<file path="src/rtl/shift_pkg.sv">
// Shared definitions for the barrel shifter: mode encodings and default operand width.
package shift_pkg;

    localparam int DEF_WIDTH = 8;

    typedef enum logic [1:0] {
        MODE_SHL = 2'b00,
        MODE_SHR = 2'b01,
        MODE_SAR = 2'b10,
        MODE_ROL = 2'b11
    } shift_mode_e;

endpackage

</file>
<file path="src/rtl/barrel_shift_core.sv">
// Combinational multi-mode barrel shifter built as log2(WIDTH) conditional shift stages.
module barrel_shift_core
    import shift_pkg::*;
#(
    parameter int WIDTH = DEF_WIDTH,
    parameter int SHW   = $clog2(WIDTH)
) (
    input  logic [WIDTH-1:0] a,
    input  logic [SHW-1:0]   s,
    input  logic [1:0]       mode,
    output logic [WIDTH-1:0] y
);

    logic [WIDTH-1:0] x;

    // Stage k shifts by 2**k when bit k of the amount is set; the stages compose to any amount.
    always_comb begin
        x = a;
        for (int k = 0; k < SHW; k++) begin
            if (s[k]) begin
                case (mode)
                    MODE_SHL: x = x << (1 << k);
                    MODE_SHR: x = x >> (1 << k);
                    MODE_SAR: x = WIDTH'($signed(x) >>> (1 << k));
                    MODE_ROL: x = (x << (1 << k)) | (x >> (WIDTH - (1 << k)));
                    default:  x = x;
                endcase
            end
        end
        y = x;
    end

endmodule

</file>
<file path="src/rtl/barrel_shift_pipe.sv">
// Two-stage handshaked pipeline around barrel_shift_core: S1 captures the request,
// S2 holds the shifted result and zero flag; op_count tallies accepted requests.
module barrel_shift_pipe
    import shift_pkg::*;
#(
    parameter int WIDTH = DEF_WIDTH,
    parameter int SHW   = $clog2(WIDTH),
    parameter int CNTW  = 16
) (
    input  logic             clk,
    input  logic             rst,
    input  logic             in_valid,
    output logic             in_ready,
    input  logic [WIDTH-1:0] in_data,
    input  logic [SHW-1:0]   in_shamt,
    input  logic [1:0]       in_mode,
    output logic             out_valid,
    input  logic             out_ready,
    output logic [WIDTH-1:0] out_data,
    output logic             out_zero,
    output logic [CNTW-1:0]  op_count
);

    logic             v1;
    logic [WIDTH-1:0] d1;
    logic [SHW-1:0]   sh1;
    logic [1:0]       m1;
    logic             v2;
    logic             ready1;
    logic             ready2;
    logic             accept;
    logic [WIDTH-1:0] core_y;

    // Handshake: a transfer happens on a rising edge where valid && ready; a stage may
    // load whenever it is empty or its contents leave in the same cycle. in_ready never
    // depends on in_valid, and out_valid never depends on out_ready.
    assign ready2    = !v2 || out_ready;
    assign ready1    = !v1 || ready2;
    assign in_ready  = ready1;
    assign accept    = in_valid && ready1;
    assign out_valid = v2;

    barrel_shift_core #(
        .WIDTH (WIDTH),
        .SHW   (SHW)
    ) u_core (
        .a    (d1),
        .s    (sh1),
        .mode (m1),
        .y    (core_y)
    );

    always_ff @(posedge clk) begin
        if (rst) begin
            v1       <= 1'b0;
            d1       <= '0;
            sh1      <= '0;
            m1       <= '0;
            v2       <= 1'b0;
            out_data <= '0;
            out_zero <= 1'b0;
            op_count <= '0;
        end else begin
            if (ready1) begin
                v1 <= accept;
                if (accept) begin
                    d1  <= in_data;
                    sh1 <= in_shamt;
                    m1  <= in_mode;
                end
            end
            // Result registers only move on a real transfer so a stalled or idle
            // output keeps its last value.
            if (ready2) begin
                v2 <= v1;
                if (v1) begin
                    out_data <= core_y;
                    out_zero <= (core_y == '0);
                end
            end
            if (accept) begin
                op_count <= op_count + CNTW'(1);
            end
        end
    end

endmodule

</file>
<file path="config.mk">
export PLATFORM = sky130hd
export DESIGN_NAME = barrel_shift_pipe
export DESIGN_NICKNAME = d
export VERILOG_FILES = /design/src/rtl/shift_pkg.sv /design/src/rtl/barrel_shift_core.sv /design/src/rtl/barrel_shift_pipe.sv
export SDC_FILE = /design/constraint.sdc
export NUM_CORES = 1
export LEC_CHECK = 0
export ABC_CLOCK_PERIOD_IN_PS = 2500
export CAP_MARGIN = 15
export CELL_PAD_IN_SITES_DETAIL_PLACEMENT = 0
export CELL_PAD_IN_SITES_GLOBAL_PLACEMENT = 2
export CORE_MARGIN = 2
export CORE_UTILIZATION = 30
export CTS_CLUSTER_DIAMETER = 50
export DETAILED_ROUTE_END_ITERATION = 12
export PLACE_DENSITY = 0.81
export SLEW_MARGIN = 30
export SYNTH_ARGS = -nofsm -noshare
export SYNTH_HDL_FRONTEND = slang
export SYNTH_SLANG_ARGS = --single-unit
</file>
<file path="constraint.sdc">
create_clock -name clk -period 2.5 [get_ports clk]
set_input_delay 0.375 -clock clk [delete_from_list [all_inputs] [get_ports clk]]
set_output_delay 0.375 -clock clk [all_outputs]
set_load 0.03 [all_outputs]
</file>
* After elaboration in Yosys (flattened, before gate mapping) *
Cells that the tools add are included.

storage, ports and cells
  logic and storage cells = 30
  output and inout port bits = 27
  flip-flop bits (word level) = 40
  bits of input ports = 17

cells by class
  multiplexer cells = 6
  reduce and logical (&&, ||, !) cells = 9
  $add $sub $neg = 1
  equal/unequal tests = 3
  bitwise logic cells = 3

operator list
  cell                                                  count
  case mux 8 bit (4 select lines)                       3
  2-to-1 mux 8 bit                                      3
  adder 16 x 1 -> 16 bit (second input constant)        1
  zero test 8 bit                                       1
  OR 8 x 1 -> 8 bit                                     1
  OR 8 x 2 -> 8 bit                                     1
  OR 8 x 4 -> 8 bit                                     1
  equality test 2 bit (second input constant)           2
  AND reduction 2 bit                                   2
  equality test 2 x 1 -> 1 bit (second input constant)  1
  zero test 1 bit                                       2
  zero test 2 bit                                       1
  logical OR 1 bit                                      2
  logical AND 1 bit                                     1

* Depth between registers and ports, before layout *
Gate-level depths: netlist of the first run.

  depth in word-level cells = 10
  mapped depth = 8
  gate-level depth less buffers = 6

* By module *
Synthesis of the first run repeated with hierarchy kept, for this count alone.

unflattened totals
  cells, all modules = 297
  area, all modules = 2242.2 µm²

by module, submodules not included
  module             sequential area each (µm²)  cells an instance  area an instance (µm²)  times used
  barrel_shift_pipe  800.8                       193                1564.0                  1
  barrel_shift_core  0.0                         104                678.2                   1

* Worst setup path after synthesis of the first run *
OpenSTA, ideal clock, no wires.

  path type = reg-to-reg
  start point = register m1[0]
  end point = register out_zero
  stages on the path, launching flop included = 7
  slack = 524 ps
  path buffers = 0
  required time = 2442 ps
  clock period less this slack = 1976 ps
  setup time = 58 ps
  arrival = 1918 ps
  cells stage by stage = dfxtp_1 > xor2_2 > mux4_2 > o2bb2ai_1 > a32o_1 > o21ba_1 > a31o_1

on the way
  word-level cells in the longest chain between the ends = 10
  elaborated cells between the ends (all ways) = 13
  those cells by class = eq/ne: 3; mux: 6; bitwise: 2; reduce/logical: 2

ends and longest elaborated chain
  what                                               line                     text
  start: declaration                                 barrel_shift_pipe.sv:27  logic [1:0] m1;
  start signal: assignment                           barrel_shift_pipe.sv:69  m1 <= in_mode;
  equality test 2 bit, or another cell as far along  barrel_shift_core.sv:21  case (mode)
  case mux 8 bit (4 select lines)                    barrel_shift_core.sv:21
  2-to-1 mux 8 bit                                   barrel_shift_core.sv:20  if (s[k]) begin
  OR 8 x 2 -> 8 bit                                  barrel_shift_core.sv:25  MODE_ROL: x = (x << (1 << k)) | (x >> (WIDTH - (1 << k)));
  case mux 8 bit (4 select lines)                    barrel_shift_core.sv:21
  2-to-1 mux 8 bit                                   barrel_shift_core.sv:20
  OR 8 x 4 -> 8 bit                                  barrel_shift_core.sv:25
  case mux 8 bit (4 select lines)                    barrel_shift_core.sv:21
  2-to-1 mux 8 bit *                                 barrel_shift_core.sv:20
  zero test 8 bit *                                  barrel_shift_pipe.sv:78  out_zero <= (core_y == '0);
  end signal: assignment                             barrel_shift_pipe.sv:78
  end: declaration                                   barrel_shift_pipe.sv:20  output logic out_zero,

Mark *: on every way between the ends. The rest lies on a longest branch, timed or not.
A chain may end at the register's enable or synchronous reset.

* Worst setup path after layout of the first run *
  start point = register m1[1]
  end point = register out_zero

Same word-level chain as after synthesis.

==> results of run 1 <==
==> registers in the layout, summed over array words and instances, names as in the netlist <==
register / count
out_data: 8
op_count: 16
out_valid: 1
d1: 8
v1: 1
out_zero: 1
sh1: 3
m1: 2
==> worst paths after layout <==
check                           start                  endpoint  slack (ns)  depth (start not counted)
max                m1[1]$_SDFFE_PP0P_     out_zero$_SDFFE_PP0P_        0.25                          6
min          out_data[5]$_SDFFE_PP0P_  out_data[5]$_SDFFE_PP0P_        0.46                          2
max reg2reg        m1[1]$_SDFFE_PP0P_     out_zero$_SDFFE_PP0P_        0.25                          6
min reg2reg  out_data[5]$_SDFFE_PP0P_  out_data[5]$_SDFFE_PP0P_        0.46                          2
==> synthesized netlist by cell type (2+ instances only) <==
| cell | count |
|---|---|
| dfxtp_1 | 40 |
| nor2_1 | 29 |
| clkbuf_1 | 15 |
| o211a_2 | 2 |
| nand2_1 | 49 |
| buf_2 | 2 |
| a2111oi_0 | 2 |
| o21a_1 | 2 |
| xor2_1 | 8 |
| nand2b_1 | 9 |
| a311oi_2 | 2 |
| mux4_2 | 2 |
| nand3_1 | 11 |
| nand3b_1 | 2 |
| o211ai_1 | 3 |
| nor4_1 | 2 |
| or2_2 | 2 |
| and3_1 | 5 |
| a21boi_0 | 4 |
| a21oi_1 | 27 |
| inv_1 | 8 |
| o21ai_0 | 8 |
| nor3_1 | 5 |
| xnor2_1 | 7 |
| or3_1 | 3 |
| mux2_2 | 2 |
| and2_1 | 3 |
| nand4_1 | 3 |
| o221ai_1 | 4 |
| o21ai_1 | 3 |
| a311oi_1 | 2 |
| mux2i_1 | 8 |
==> routing by layer <==
metal	part of all wire	routed length, um	vias to the layer above
met5	0	0	-
met4	0.015	93	0
met3	0.055	348	8
met2	0.45	2850	81
met1	0.48	3090	1040
li1	-	-	1128
==> power by group through the flow <==
stage / Clock (uW) / Combinational, uW / Sequential [uW]
finish: 421 / 300 / 707
detailed placement: 0 / 298 / 721
global placement: 0 / 301 / 720
floorplan: 0 / 180 / 723
CTS: 438 / 300 / 706
global route: 466 / 330 / 712
==> layout make-up <==
| class | instances | area, um2 | share of cell area |
|---|---|---|---|
| clock buffers | 5 | 68.8 | 0.0233 |
| clock inverters | 2 | 12.5 | 0.00424 |
| inverters | 8 | 30.0 | 0.0102 |
| multi-input cells | 228 | 1400 | 0.473 |
| flip-flops and latches | 40 | 802 | 0.272 |
| well taps | 99 | 124 | 0.0419 |
| repair buffers | 53 | 518 | 0.175 |
==> stage by stage <==
step | worst slack [ns] | std cells | area (um2) | utilization | hold slack [ns]
finish | 0.249 | 435 | 2950 | 0.403 | 0.459
global route | 0.123 | 435 | 2950 | 0.403 | 0.486
floorplan | 0.524 | 295 | 2310 | - | 0.448
detailed placement | 0.234 | 428 | 2870 | 0.392 | 0.454
global placement | 0.241 | 428 | 2870 | 0.392 | 0.446
CTS | 0.212 | 435 | 2950 | 0.403 | 0.465
==> worst reg2reg max path: stages (launching register included) <==
cell	delay, ns
dfxtp_1	0.64
xor2_2	0.26
mux4_2	0.52
o2bb2ai_1	0.17
a32o_1	0.24
o21ba_1	0.23
a31o_1	0.14
==> cells by family after synthesis <==
kind of cell | count (synthesis) | synth area share
AND/OR/NAND/NOR | 127 | 0.256
AO/OA/AOI/OAI | 72 | 0.216
flip-flops | 40 | 0.347
buffers and inverters | 27 | 0.0467
XOR/XNOR | 16 | 0.0640
multiplexers | 12 | 0.0640
adder cells (fa/ha/maj) | 1 | 0.00543
==> summary.txt, run 1 <==
Status
  • Status: completed

Yosys
  • Synth Flop Type: dfxtp_1
  • Async S/R FF share, synth: 0
  • Area share of the largest cell type after synthesis: 0.347
  • EDFF count, synth: 0
  • Avg Inst Size Synth: 7.82 um2
  • Seq cells post-synth: 40
  • Seq/Total Area, Yosys: 0.347
  • Post-synth top area cell: dfxtp_1
  • Synthesized instance count: 295
  • Syn. warnings: 0
  • Syn nets: 313
  • Mapped cell area: 2310 um2
  • Synth unique cells: 53
  • Top cells by area, synth: dfxtp_1 35%, nand2_1 8.0%, a21oi_1 5.9%

Global route
  • Met1 Use GR: 0.228
  • GRT Overall Usage: 0.158
  • Grt ovf: 0
  • Antenna violations before repair: 0
  • Met2 track demand over resource: 0.235
  • GR met3 Demand/Resource: 0.0312
  • Top Usage Layer GRT: met2
  • First-pass GRT wire length: 11000 um
  • Largest net degree at the start of global routing: 41
  • Vias in the first global route: 2181

Pwr
  • Worst vdd ir: 0.000194 V
  • Leakage Power: 0.00102 uW
  • Sequential Power Share: 0.495
  • Int Pwr: 991 uW
  • Total power: 1430 uW
  • Clock Power Share: 0.295
  • Combinational Power Share: 0.210
  • NetSw: 437 uW
  • Sw Share: 0.306
  • Pwr dens: 483 nW/um2

Timing
  • Setup_tns: 0 ns
  • Min Tclk post-route: 2.25 ns
  • Slew @ Worst Pin: 0.594 ns
  • Final hold violation count: 0
  • Final Cycle Share: 0.900
  • RSZ-0062 raised after global routing: no
  • F_max: 0.444 GHz
  • Slew Limit Fails: 0
  • Setup-failing EPs final: 0
  • Relative slew slack: 0.604
  • Clock Skew: 0.0118 ns

Finish
  • Post-layout nets: 354
  • Antenna cells: 0
  • Share of cells above drive strength 1: 0.0923
  • Commonest non-fill, non-tap cell in the layout: nand2_1
  • Synth-to-Final Area Change: 28.1%
  • Most frequent cells in the layout: 49 x nand2_1, 43 x clkdlybuf4s50_1, 39 x dfxtp_1
  • Fillers: 749

Clock network
  • Worst skew pair latency: 0.29 ns
  • Setup bufs post-CTS: 0
  • Hold_buf cts: 0
  • Clock Pin Slew Worst Setup and Hold Paths: 0.09 ns
  • Total CTS buffers: 5
  • Post-CTS Resized: 0
  • Clock H-tree levels: 2
  • Clk sink count: 40
  • Clk buf depth: 2
  • Root Driver: clkbuf_8
  • TritonCTS clock tree: yes

Setup path
  • CP Class: register to register
  • CP Cell Sequence: xor2_2, mux4_2, o2bb2ai_1, a32o_1, o21ba_1, a31o_1
  • Crit-path leading delay family: compound AO/OA/AOI/OAI gates
  • Buf+Inv Stages, Crit Path: 0
  • Max incr delay on CP: 0.64 ns
  • Crit end category: register
  • Crit-path max FO: 14
  • Worst EP required: 2.74 ns
  • Critical path startpoint category: register
  • Arrival @ worst endpoint: 2.49 ns
  • Slowest cell on crit path: dfxtp_1

Placement
  • HPWL after detailed placement: 4530 um
  • Final Wtd Congestion: 0.889
  • PortBufs: 43

Route
  • Vias per cell: 5.19
  • Final Routed Wirelength: 6380 um
  • Router iterations before antenna repair: 4
  • DR WL/cell: 14.7 um
  • Via count: 2257
  • Post-route ant nets: 0
  • Initial drt markers: 201
  • # DRC: 0

Die
  • Die area: 8400 um2
  • Die Ht: 91.7 um
  • Starting density of the core: 0.315
  • Ports: 44
  • Core footprint: 7330 um2
  • FP Rows: 31
  • Die width: 91.7 um

Min path
  • Worst Hold Class: register to register

Flow run
  • Max-Cap Viols: 0
(Power assumes the default switching activity.)
==> run 2, diff against run 1 <==
CTS_CLUSTER_SIZE = 40   (was unset)
==> results of run 2 <==
Same layout as run 1: the final DEF is identical, and so are final timing and power.
==> run 3, diff against run 2 <==
CORE_UTILIZATION = 36   (was 30)
CTS_CLUSTER_DIAMETER = unset   (was 50)
DONT_BUFFER_PORTS = 1   (was unset)
PLACE_DENSITY = 0.79   (was 0.81)
SETUP_SLACK_MARGIN = 0.5   (was unset)
==> run 3 against run 2 <==
First-iteration DRC count decreased by 35%. Clock skew down 0.0052 ns. Critical path depth did not move. Sequential cell count unchanged. Power grew 7.8%. Register-to-register slack better by 0.26 ns. Largest power group unchanged.
==> summary.txt, run 3 (synthesis results as in run 1) <==
Status
  • Status: completed

Clock network
  • TritonCTS clock tree: yes
  • Clk sink count: 40
  • Clk buf depth: 2
  • Clock Pin Slew Worst Setup and Hold Paths: 0.08 ns
  • Clock H-tree levels: 2
  • Hold_buf cts: 0
  • Root Driver: clkbuf_8
  • Total CTS buffers: 5
  • Worst skew pair latency: 0.29 ns

Finish
  • Synth-to-Final Area Change: 18.8%
  • Antenna cells: 0
  • Top Registers: op_count x16, d1 x8, out_data x8
  • Biggest register: op_count
  • Post-layout nets: 325
  • Share of cells above drive strength 1: 0.179
  • Most frequent cells in the layout: 49 x nand2_1, 37 x dfxtp_1, 29 x nor2_1
  • Commonest non-fill, non-tap cell in the layout: nand2_1
  • Max FFs per register: 16

Die
  • Die area: 7060 um2
  • FP Rows: 29
  • Starting density of the core: 0.367
  • Ports: 44
  • Die Ht: 84.0 um
  • Die width: 84.0 um
  • Core footprint: 6280 um2

Placement
  • HPWL after detailed placement: 4430 um
  • PortBufs: 0
  • Final Wtd Congestion: 0.847

Global route
  • Grt ovf: 0
  • Vias in the first global route: 1904
  • Largest net degree at the start of global routing: 42
  • GRT Overall Usage: 0.172
  • Antenna violations before repair: 0
  • First-pass GRT wire length: 9880 um

Pwr
  • Sw Share: 0.279
  • Worst vdd ir: 0.000367 V
  • Pwr dens: 562 nW/um2
  • Total power: 1540 uW
  • Combinational Power Share: 0.166
  • Sequential Power Share: 0.471
  • Leakage Power: 0.000982 uW
  • Clock Power Share: 0.363
  • NetSw: 430 uW
  • Int Pwr: 1110 uW

Setup path
  • Slowest cell on crit path: mux4_2
  • CP Class: register to register
  • Crit-path max FO: 6
  • Arrival @ worst endpoint: 2.22 ns
  • Worst Reg2Reg Path Length in Cells: 6
  • Max incr delay on CP: 0.53 ns
  • Crit end category: register
  • Worst EP required: 2.73 ns
  • Critical path startpoint category: register
  • CP Cell Sequence: xor2_4, mux4_2, o2bb2ai_2, a32o_2, o21ba_1, a31o_1

Timing
  • F_max: 0.502 GHz
  • Final hold violation count: 0
  • Slew Limit Fails: 0
  • Relative slew slack: 0.610
  • Slew @ Worst Pin: 0.581 ns
  • Clock Skew: 0.00667 ns
  • Setup-failing EPs final: 0
  • Min Tclk post-route: 1.99 ns
  • Final Cycle Share: 0.797
  • RSZ-0062 raised after global routing: yes
  • Setup_tns: 0 ns

Flow run
  • Max-Cap Viols: 0

Route
  • # DRC: 0
  • Post-route ant nets: 0
  • DR WL/cell: 16.0 um
  • Via count: 2111
  • Initial drt markers: 130
  • Vias per cell: 5.48
  • Router iterations before antenna repair: 4
  • Final Routed Wirelength: 6160 um

Min path
  • Worst Hold Class: input port to register
  • Worst Hold Depth: 1
## run 3: repair_timing
action                     CTS  global route
cloned                       0             0
resized for setup            9            12
setup endpoints to repair   10             3
pin swaps                    0             8
setup buffers                1             8
## run 3: area by class of cell
cell class / count / area [um2]
clock inverter: 2 / 38.8
multi-input combinational: 228 / 1470
inverter: 8 / 30.0
sequential: 40 / 812
clock buffer: 6 / 82.6
tap: 77 / 96.3
fill: 662 / 3540
timing repair buffer: 24 / 213
## run 3: through the flow
stage	hold slack (ns)	area [um2]	instances	setup WS, ns	utilization
after detailed placement	0.455	2440	368	0.196	0.388
after floorplan	0.448	2310	295	0.524	-
final	0.151	2740	385	0.507	0.437
after global placement	0.452	2440	368	0.235	0.388
after global routing	0.130	2740	385	0.381	0.437
after CTS	0.139	2600	377	0.481	0.414
## run 3: layer usage
layer / track usage / routed length (um) / share of wire / vias up
met4: 0.0484 / 85 / 0.014 / 0
met1: 0.242 / 2970 / 0.48 / 974
li1: - / - / - / 1057
met2: 0.256 / 2740 / 0.44 / 72
met3: 0.0465 / 370 / 0.060 / 8
met5: 0 / 0 / 0 / -
## run 3: critical path, delay by kind of cell, from the launching register on
family / cells / cell delay (ns)
compound gates: 4 / 0.76
xor+xnor: 1 / 0.21
flops: 1 / 0.42
mux: 1 / 0.53
## run 3: path summary, 6_finish.rpt
path | end | startpoint | slack, ns
min reg2reg | out_valid$_SDFFE_PP0P_ | v1$_SDFFE_PP0N_ | 0.48
max reg2reg | out_zero$_SDFFE_PP0P_ | m1[1]$_SDFFE_PP0P_ | 0.51
max | out_zero$_SDFFE_PP0P_ | m1[1]$_SDFFE_PP0P_ | 0.51
min | out_data[2]$_SDFFE_PP0P_ | rst | 0.15
## run 3: power by group through the flow
| stage | combinational (uW) | clock (uW) | sequential (uW) |
|---|---|---|---|
| 2_1_floorplan | 180 | 0 | 723 |
| 3_3_place_gp | 213 | 0 | 741 |
| 3_5_place_dp | 213 | 0 | 741 |
| 4_1_cts | 219 | 578 | 725 |
| 5_1_grt | 281 | 604 | 730 |
| 6_report | 255 | 559 | 725 |
